===== config.mk =====
export PLATFORM = sky130hd
export DESIGN_NAME = clock_divider_bank
export DESIGN_NICKNAME = d
export VERILOG_FILES = /design/src/rtl/clock_divider_bank.sv
export SDC_FILE = /design/constraint.sdc
export NUM_CORES = 1
export LEC_CHECK = 0
export CAP_MARGIN = 20
export CORE_MARGIN = 2
export CORE_UTILIZATION = 51
export DETAILED_ROUTE_END_ITERATION = 8
export PLACE_DENSITY = 0.68
export SYNTH_ARGS = -nofsm -noshare
export SYNTH_HDL_FRONTEND = slang
export SYNTH_SLANG_ARGS = --single-unit

===== constraint.sdc =====
create_clock -name clk -period 4.1 [get_ports clk]
set_input_delay 0.615 -clock clk [delete_from_list [all_inputs] [get_ports clk]]
set_output_delay 0.615 -clock clk [all_outputs]
set_load 0.03 [all_outputs]

===== src/rtl/clock_divider_bank.sv =====
// Bank of NUM_CH runtime-programmable tick/square-wave dividers.
// Optional per-channel 8-bit tick counter: define CLKDIV_TICKCNT_EN.
module clock_divider_bank #(
  parameter int          NUM_CH      = 4,
  parameter int          CNT_W       = 28,
  parameter int unsigned DEFAULT_DIV = 50_000_000,
  parameter int          SEL_W       = 4
) (
  input  logic              clk,
  input  logic              rst,
  input  logic [NUM_CH-1:0] en,
  input  logic              sync,
  input  logic              div_wr,
  input  logic [SEL_W-1:0]  div_sel,
  input  logic [CNT_W-1:0]  div_data,
  output logic [NUM_CH-1:0] tick,
  output logic [NUM_CH-1:0] sq,
  output logic [NUM_CH-1:0] div_pending
`ifdef CLKDIV_TICKCNT_EN
  ,
  input  logic [SEL_W-1:0]  cnt_sel,
  output logic [7:0]        tick_count
`endif
);

  localparam logic [CNT_W-1:0] DEF = CNT_W'(DEFAULT_DIV);
  localparam logic [CNT_W-1:0] ONE = CNT_W'(1);

`ifdef CLKDIV_TICKCNT_EN
  logic [7:0] tc_arr [NUM_CH];
`endif

  for (genvar i = 0; i < NUM_CH; i++) begin : g_ch
    logic [CNT_W-1:0] shadow;
    logic [CNT_W-1:0] active;
    logic [CNT_W-1:0] cnt;
    logic [CNT_W-1:0] shadow_nx;
    logic             tick_q;
    logic             sq_q;
    logic             pend_q;
    logic             wr;
    logic             idle;
    logic             term;

    assign wr        = div_wr && (div_sel == SEL_W'(i));
    assign shadow_nx = wr ? div_data : shadow;
    assign idle      = !en[i] || (active == '0);
    // >= so a ratio shrunk below cnt wraps at once
    assign term      = (cnt >= active - ONE);

    always_ff @(posedge clk or negedge rst) begin
      if (!rst) begin
        shadow <= DEF;
        active <= DEF;
        cnt    <= '0;
        tick_q <= 1'b0;
        sq_q   <= 1'b0;
        pend_q <= 1'b0;
      end else begin
        shadow <= shadow_nx;
        if (sync) begin
          cnt    <= '0;
          tick_q <= 1'b0;
          sq_q   <= 1'b0;
          active <= shadow_nx;
          pend_q <= 1'b0;
        end else if (idle) begin
          tick_q <= 1'b0;
          if (active == '0)
            cnt <= '0;
          active <= shadow_nx;
          pend_q <= 1'b0;
        end else if (term) begin
          cnt    <= '0;
          tick_q <= 1'b1;
          sq_q   <= ~sq_q;
          active <= shadow_nx;
          pend_q <= 1'b0;
        end else begin
          cnt    <= cnt + ONE;
          tick_q <= 1'b0;
          pend_q <= pend_q | wr;
        end
      end
    end

    assign tick[i]        = tick_q;
    assign sq[i]          = sq_q;
    assign div_pending[i] = pend_q;

`ifdef CLKDIV_TICKCNT_EN
    logic [7:0] tcnt;

    always_ff @(posedge clk or negedge rst) begin
      if (!rst)
        tcnt <= '0;
      else if (sync)
        tcnt <= '0;
      else if (!idle && term)
        tcnt <= tcnt + 8'd1;
    end

    assign tc_arr[i] = tcnt;
`endif
  end

`ifdef CLKDIV_TICKCNT_EN
  always_comb begin
    tick_count = '0;
    for (int k = 0; k < NUM_CH; k++)
      if (cnt_sel == SEL_W'(k))
        tick_count = tc_arr[k];
  end
`endif

endmodule

* Word-level counts from Yosys, hierarchy flattened
Index checks and enable logic that the tools add are counted.
** Word-level totals
- Bits in registers :: 348
** Operators by class
- Add/sub/neg operators :: 8
- Magnitude comparators :: 4
- Eq/ne operators :: 11
- Mux-type cells :: 68
- Bitwise gates (word level) :: 8
- Reduce and logical (&&, ||, !) cells :: 29
** Operator list (count)
- $mux 28 :: 32
- $add 28x1->28 const B :: 4
- $ge 28x28->1 :: 4
- $logic_not 28->1 :: 4
- $sub 28x1->28 const B :: 4
- $mux 1 :: 36
- $ne 3x2->1 const B :: 4
- $reduce_bool 3->1 :: 4
- $eq 4x2->1 const B :: 2
- $ne 2x2->1 const B :: 4
- $reduce_and 2->1 :: 4
- $reduce_bool 2->1 :: 4
- $eq 4x1->1 const B :: 1
- $logic_and 1x1->1 :: 4
- $logic_not 1->1 :: 4
- $logic_not 4->1 :: 1
- $logic_or 1x1->1 :: 4
- $not 1->1 :: 4
- $or 1x1->1 :: 4

* Longest topological paths before layout
- Word-level depth :: 6
- Gate-level depth with buffers :: 19
- Gate-level depth less buffers :: 15

* Worst setup path after synthesis
OpenSTA, ideal clock, no wires.
- Path kind :: reg-to-reg
- Start :: register g_ch[0].active[5]
- End :: register g_ch[0].active[10]
- Arrival :: 4232 ps
- Setup slack :: -259 ps
- Stages on the path, launching flop included :: 17
- Period minus slack after synthesis :: 4359 ps
- Cell sequence :: dfrtp_1 -> or4_1 -> or3_1 -> or2_1 -> clkbuf_1 -> nor3b_2 -> and3_1 -> xnor2_1 -> ha_1 -> nand4_1 -> a21oi_1 -> a2111oi_0 -> o211ai_1 -> or3_1 -> buf_4 -> buf_6 -> mux2_1
** Between the ends
- Word-level cells in the longest chain between the ends :: 4
- Elaborated cells between the ends (all ways) :: 7
** RTL lines
- start, declared :: line 35 : logic [CNT_W-1:0] active;
- start signal, assigned :: line 65 : active <= shadow_nx;
- start signal, assigned :: line 71 : active <= shadow_nx;
- start signal, assigned :: line 77 : active <= shadow_nx;
- parallel branches: the longest is 4 deep, another holds $sub 28x1->28
Several ways; the timed one is not identified.
A chain may end at the register's enable or synchronous reset.

* Worst setup path after layout
- Start :: register g_ch[3].active[4]
- End :: register g_ch[3].active[24]
** Between the ends
- Word-level cells in the longest chain between the ends :: 4
- Elaborated cells between the ends (all ways) :: 7
** RTL lines (line)
- start, declared :: 35
- start signal, assigned :: 65
- start signal, assigned :: 71
- start signal, assigned :: 77
- parallel branches: the longest is 4 deep, another holds $sub 28x1->28
Several ways; the timed one is not identified.

==> metrics.md <==
| Metric | Value |
|---|---|
| Worst Skew | 0.0125 ns |
| Commonest non-fill, non-tap cell in the layout | nor2_1 |
| Die Ht | 199 um |
| Synth warn | 0 |
| Largest net degree at the start of global routing | 115 |
| Core Rows | 71 |
| Maximum net fanout on the critical path | 8 |
| Critical R2R Launch | g_ch[3].active[4] |
| RSZ-0062 raised after global routing | yes |
| Most frequent cells in the layout | 255 x nor2_1, 252 x dfrtp_1, 128 x mux2_2 |
| Ys async rst share | 100% |
| Setup slack after layout | -0.0344 ns |
| First-pass GRT wire length | 74.5 mm |
| CTS sink count | 348 |
| Starting Density | 51.8% |
| Main flop type after synthesis | dfrtp_1 |
| Relative slew slack | 35.7% |
| Via density | 5.70 |
| Worst skew pair latency | 0.54 ns |
| Fin crit share | 101% |
| Setup CP Type | reg2reg |
| Fin crit period | 4.13 ns |
| CP endpoint | g_ch[3].active[24] |
| FILL cells | 2,891 |
| PortBufs | 51 |
| Die area | 39,700 um^2 |
| CTS clk-pin slew, worst paths | 0.07 ns |
| Layout area overhead | 22.8% |
| Synth cell types | 76 |
| Dpl cells | 2,476 |
| IO Count | 52 |
| Die Wd | 199 um |
| First-pass DRT Iterations | 7 |
| Hold Crit Class | in2async |
| Post-route DRC | 0 |
| Avg WL per Cell | 18.6 um |
| Reg2reg setup slack | -0.03 ns |
| Vias in the first global route | 14,500 |
| EDFF count, synth | 0 |
| Gr ovfl total | 0 |
| Hold buffers post-CTS | 0 |
| DP HPWL | 32.2 mm |
| Failing checks | setup timing |
| VDD IR-drop max | 311 uV |
| Share of cells above drive strength 1 | 28.6% |
| Run status | finished, violations left |
| FF+latch count, synth | 348 |
| Setup TNS | -0.109 ns |
| Core Area | 37,600 um^2 |
| Non-filler cells in the finished layout | 2,587 |
| CP startpoint | g_ch[3].active[4] |
| Reg2Reg Depth | 17 |
| Fin. Hold Viols | 0 |
| Crit start category | flop |
| H-tree levels | 2 |
| Iteration-0 DRC Markers | 663 |
| Mapped Nets | 2,061 |
| Final antenna-violating net count | 0 |
| Met1 Usage GRT | 31.4% |
| Routed WL | 48.1 mm |
| Maxcap violations | 0 |
| Fmax | 0.242 GHz |
| Via count | 14,700 |
| Initial antenna violation count | 0 |
| CTS max path bufs | 3 |
| All-Layer GR Usage | 23.5% |
| CTS Buf Count | 39 |
| R2R Path End | g_ch[3].active[24] |
| CP Capture Type | flop |
| CP Data Arrival Time | 4.60 ns |
| Placement Setup Slack | -0.281 ns |
| Nets | 2,210 |
| Slew Viols, Final | 0 |
| Hold Slack | 0.0975 ns |
| Critical Path RT | 4.56 ns |
| CTS Root Cell | clkbuf_16 |
| Routing usage on met2 | 39.7% |
| Top Usage Layer GRT | met2 |
| Leak | 0.0102 uW |
| Mapped Cells | 1,897 |
| TritonCTS clock tree | built |
| Synthesized cell area | 19,500 um^2 |
| Met3 GRT Util | 3.11% |
| Endpoints failing setup | 12 |
| PwrDens | 443 nW/um^2 |
| Register area share after synthesis | 45.4% |
| RD Place Congestion | 0.842 |
| Ant. Diodes | 0 |
| Synth Area per Inst | 10.3 um^2 |
| Least-Margin Pin Slew | 0.965 ns |
-- Yosys cell counts, types with 20 or more instances --
cell type / instances / area share [%]
a21o_1: 23 / 0.89
a21oi_1: 83 / 2.1
and3_1: 20 / 0.64
clkbuf_1: 36 / 0.69
dfrtp_1: 252 / 32
dfstp_2: 96 / 13
ha_1: 124 / 8.0
inv_1: 46 / 0.89
mux2_1: 38 / 2.2
mux2_2: 131 / 7.6
nand2_1: 99 / 1.9
nand3_1: 87 / 2.2
nand4_1: 44 / 1.4
nor2_1: 282 / 5.4
nor3_1: 65 / 1.7
nor4_1: 36 / 1.2
o21ai_0: 42 / 1.1
or3_1: 32 / 1.0
xnor2_1: 96 / 4.3
xor2_1: 57 / 2.6
-- timing repair --
item                       4_1_cts  5_1_grt
setup endpoints to repair      121      214
cloned                           1       14
pin swaps                        9       71
setup buffers                    5       24
resized for setup               20      188
-- stage by stage --
stage	total power, uW	area (um^2)	utilization, %
6_report	10600	23900	63.6
5_1_grt	11100	23900	63.6
4_1_cts	10400	22700	60.3
3_5_place_dp	6550	21100	56.2
3_3_place_gp	6430	21100	56.2
2_1_floorplan	5820	19600	-
-- where the power goes --
part	internal (uW)	total (uW)	switching (uW)
clock	2340	3760	1420
combinational	1130	2260	1130
sequential	4120	4560	444
-- state kept, by name (all words and copies together) (netlist names) --
signal       count
g_ch.active    112
g_ch.cnt       112
g_ch.pend_q      4
g_ch.shadow    112
g_ch.sq_q        4
g_ch.tick_q      4
-- logic make-up after synthesis --
kind of cell | share of synthesized area (%)
and+or+nand+nor | 19.6
adders and majority gates | 7.97
buffers and inverters | 2.95
xor gates and xnor gates | 6.89
muxes | 9.94
AOI/OAI and AO/OA | 7.25
DFF | 45.4
-- layout make-up --
class	instances	area, um^2	share of cell area [%]
Tap cell	511	639	2.68
Clock buffer	58	1160	4.86
Timing Repair Buffer	181	1970	8.25
Clock inverter	13	223	0.932
Inverter	46	173	0.723
Sequential cell	348	8830	36.9
Multi-Input combinational cell	1430	10900	45.6
-- worst min path at each step --
stage          cells past startpoint                  to                from
6_report                           1      g_ch[1].cnt[4]                 rst
5_1_grt                            1      g_ch[1].cnt[6]                 rst
4_1_cts                            1      g_ch[1].cnt[4]                 rst
3_5_place_dp                       1  g_ch[1].shadow[27]  g_ch[1].shadow[27]
3_3_place_gp                       1  g_ch[1].shadow[26]  g_ch[1].shadow[26]
2_1_floorplan                      0   g_ch[0].active[0]                 rst
-- routing by layer --
metal / share of wire [%] / vias up / routed length (um)
li1: - / 7047 / -
met1: 45 / 7367 / 21500
met2: 49 / 239 / 23700
met3: 3.0 / 86 / 1460
met4: 3.0 / 0 / 1440
met5: 0 / - / 0
-- critical path: stages, from the launching register on --
cell and delay [ns]:
dfrtp_1 0.39, or4_4 0.57, nor3_4 0.23, nand3_2 0.14, nor2_4 0.16, nand2_4 0.08, nor4_4 0.32, xnor2_1 0.12
ha_1 0.31, and3_4 0.18, nand4_1 0.16, or4_4 0.47, o22ai_4 0.19, or3_4 0.25, buf_8 0.16, clkbuf_16 0.16
nor2_1 0.05, nor2_1 0.12
(Power assumes the default switching activity.)
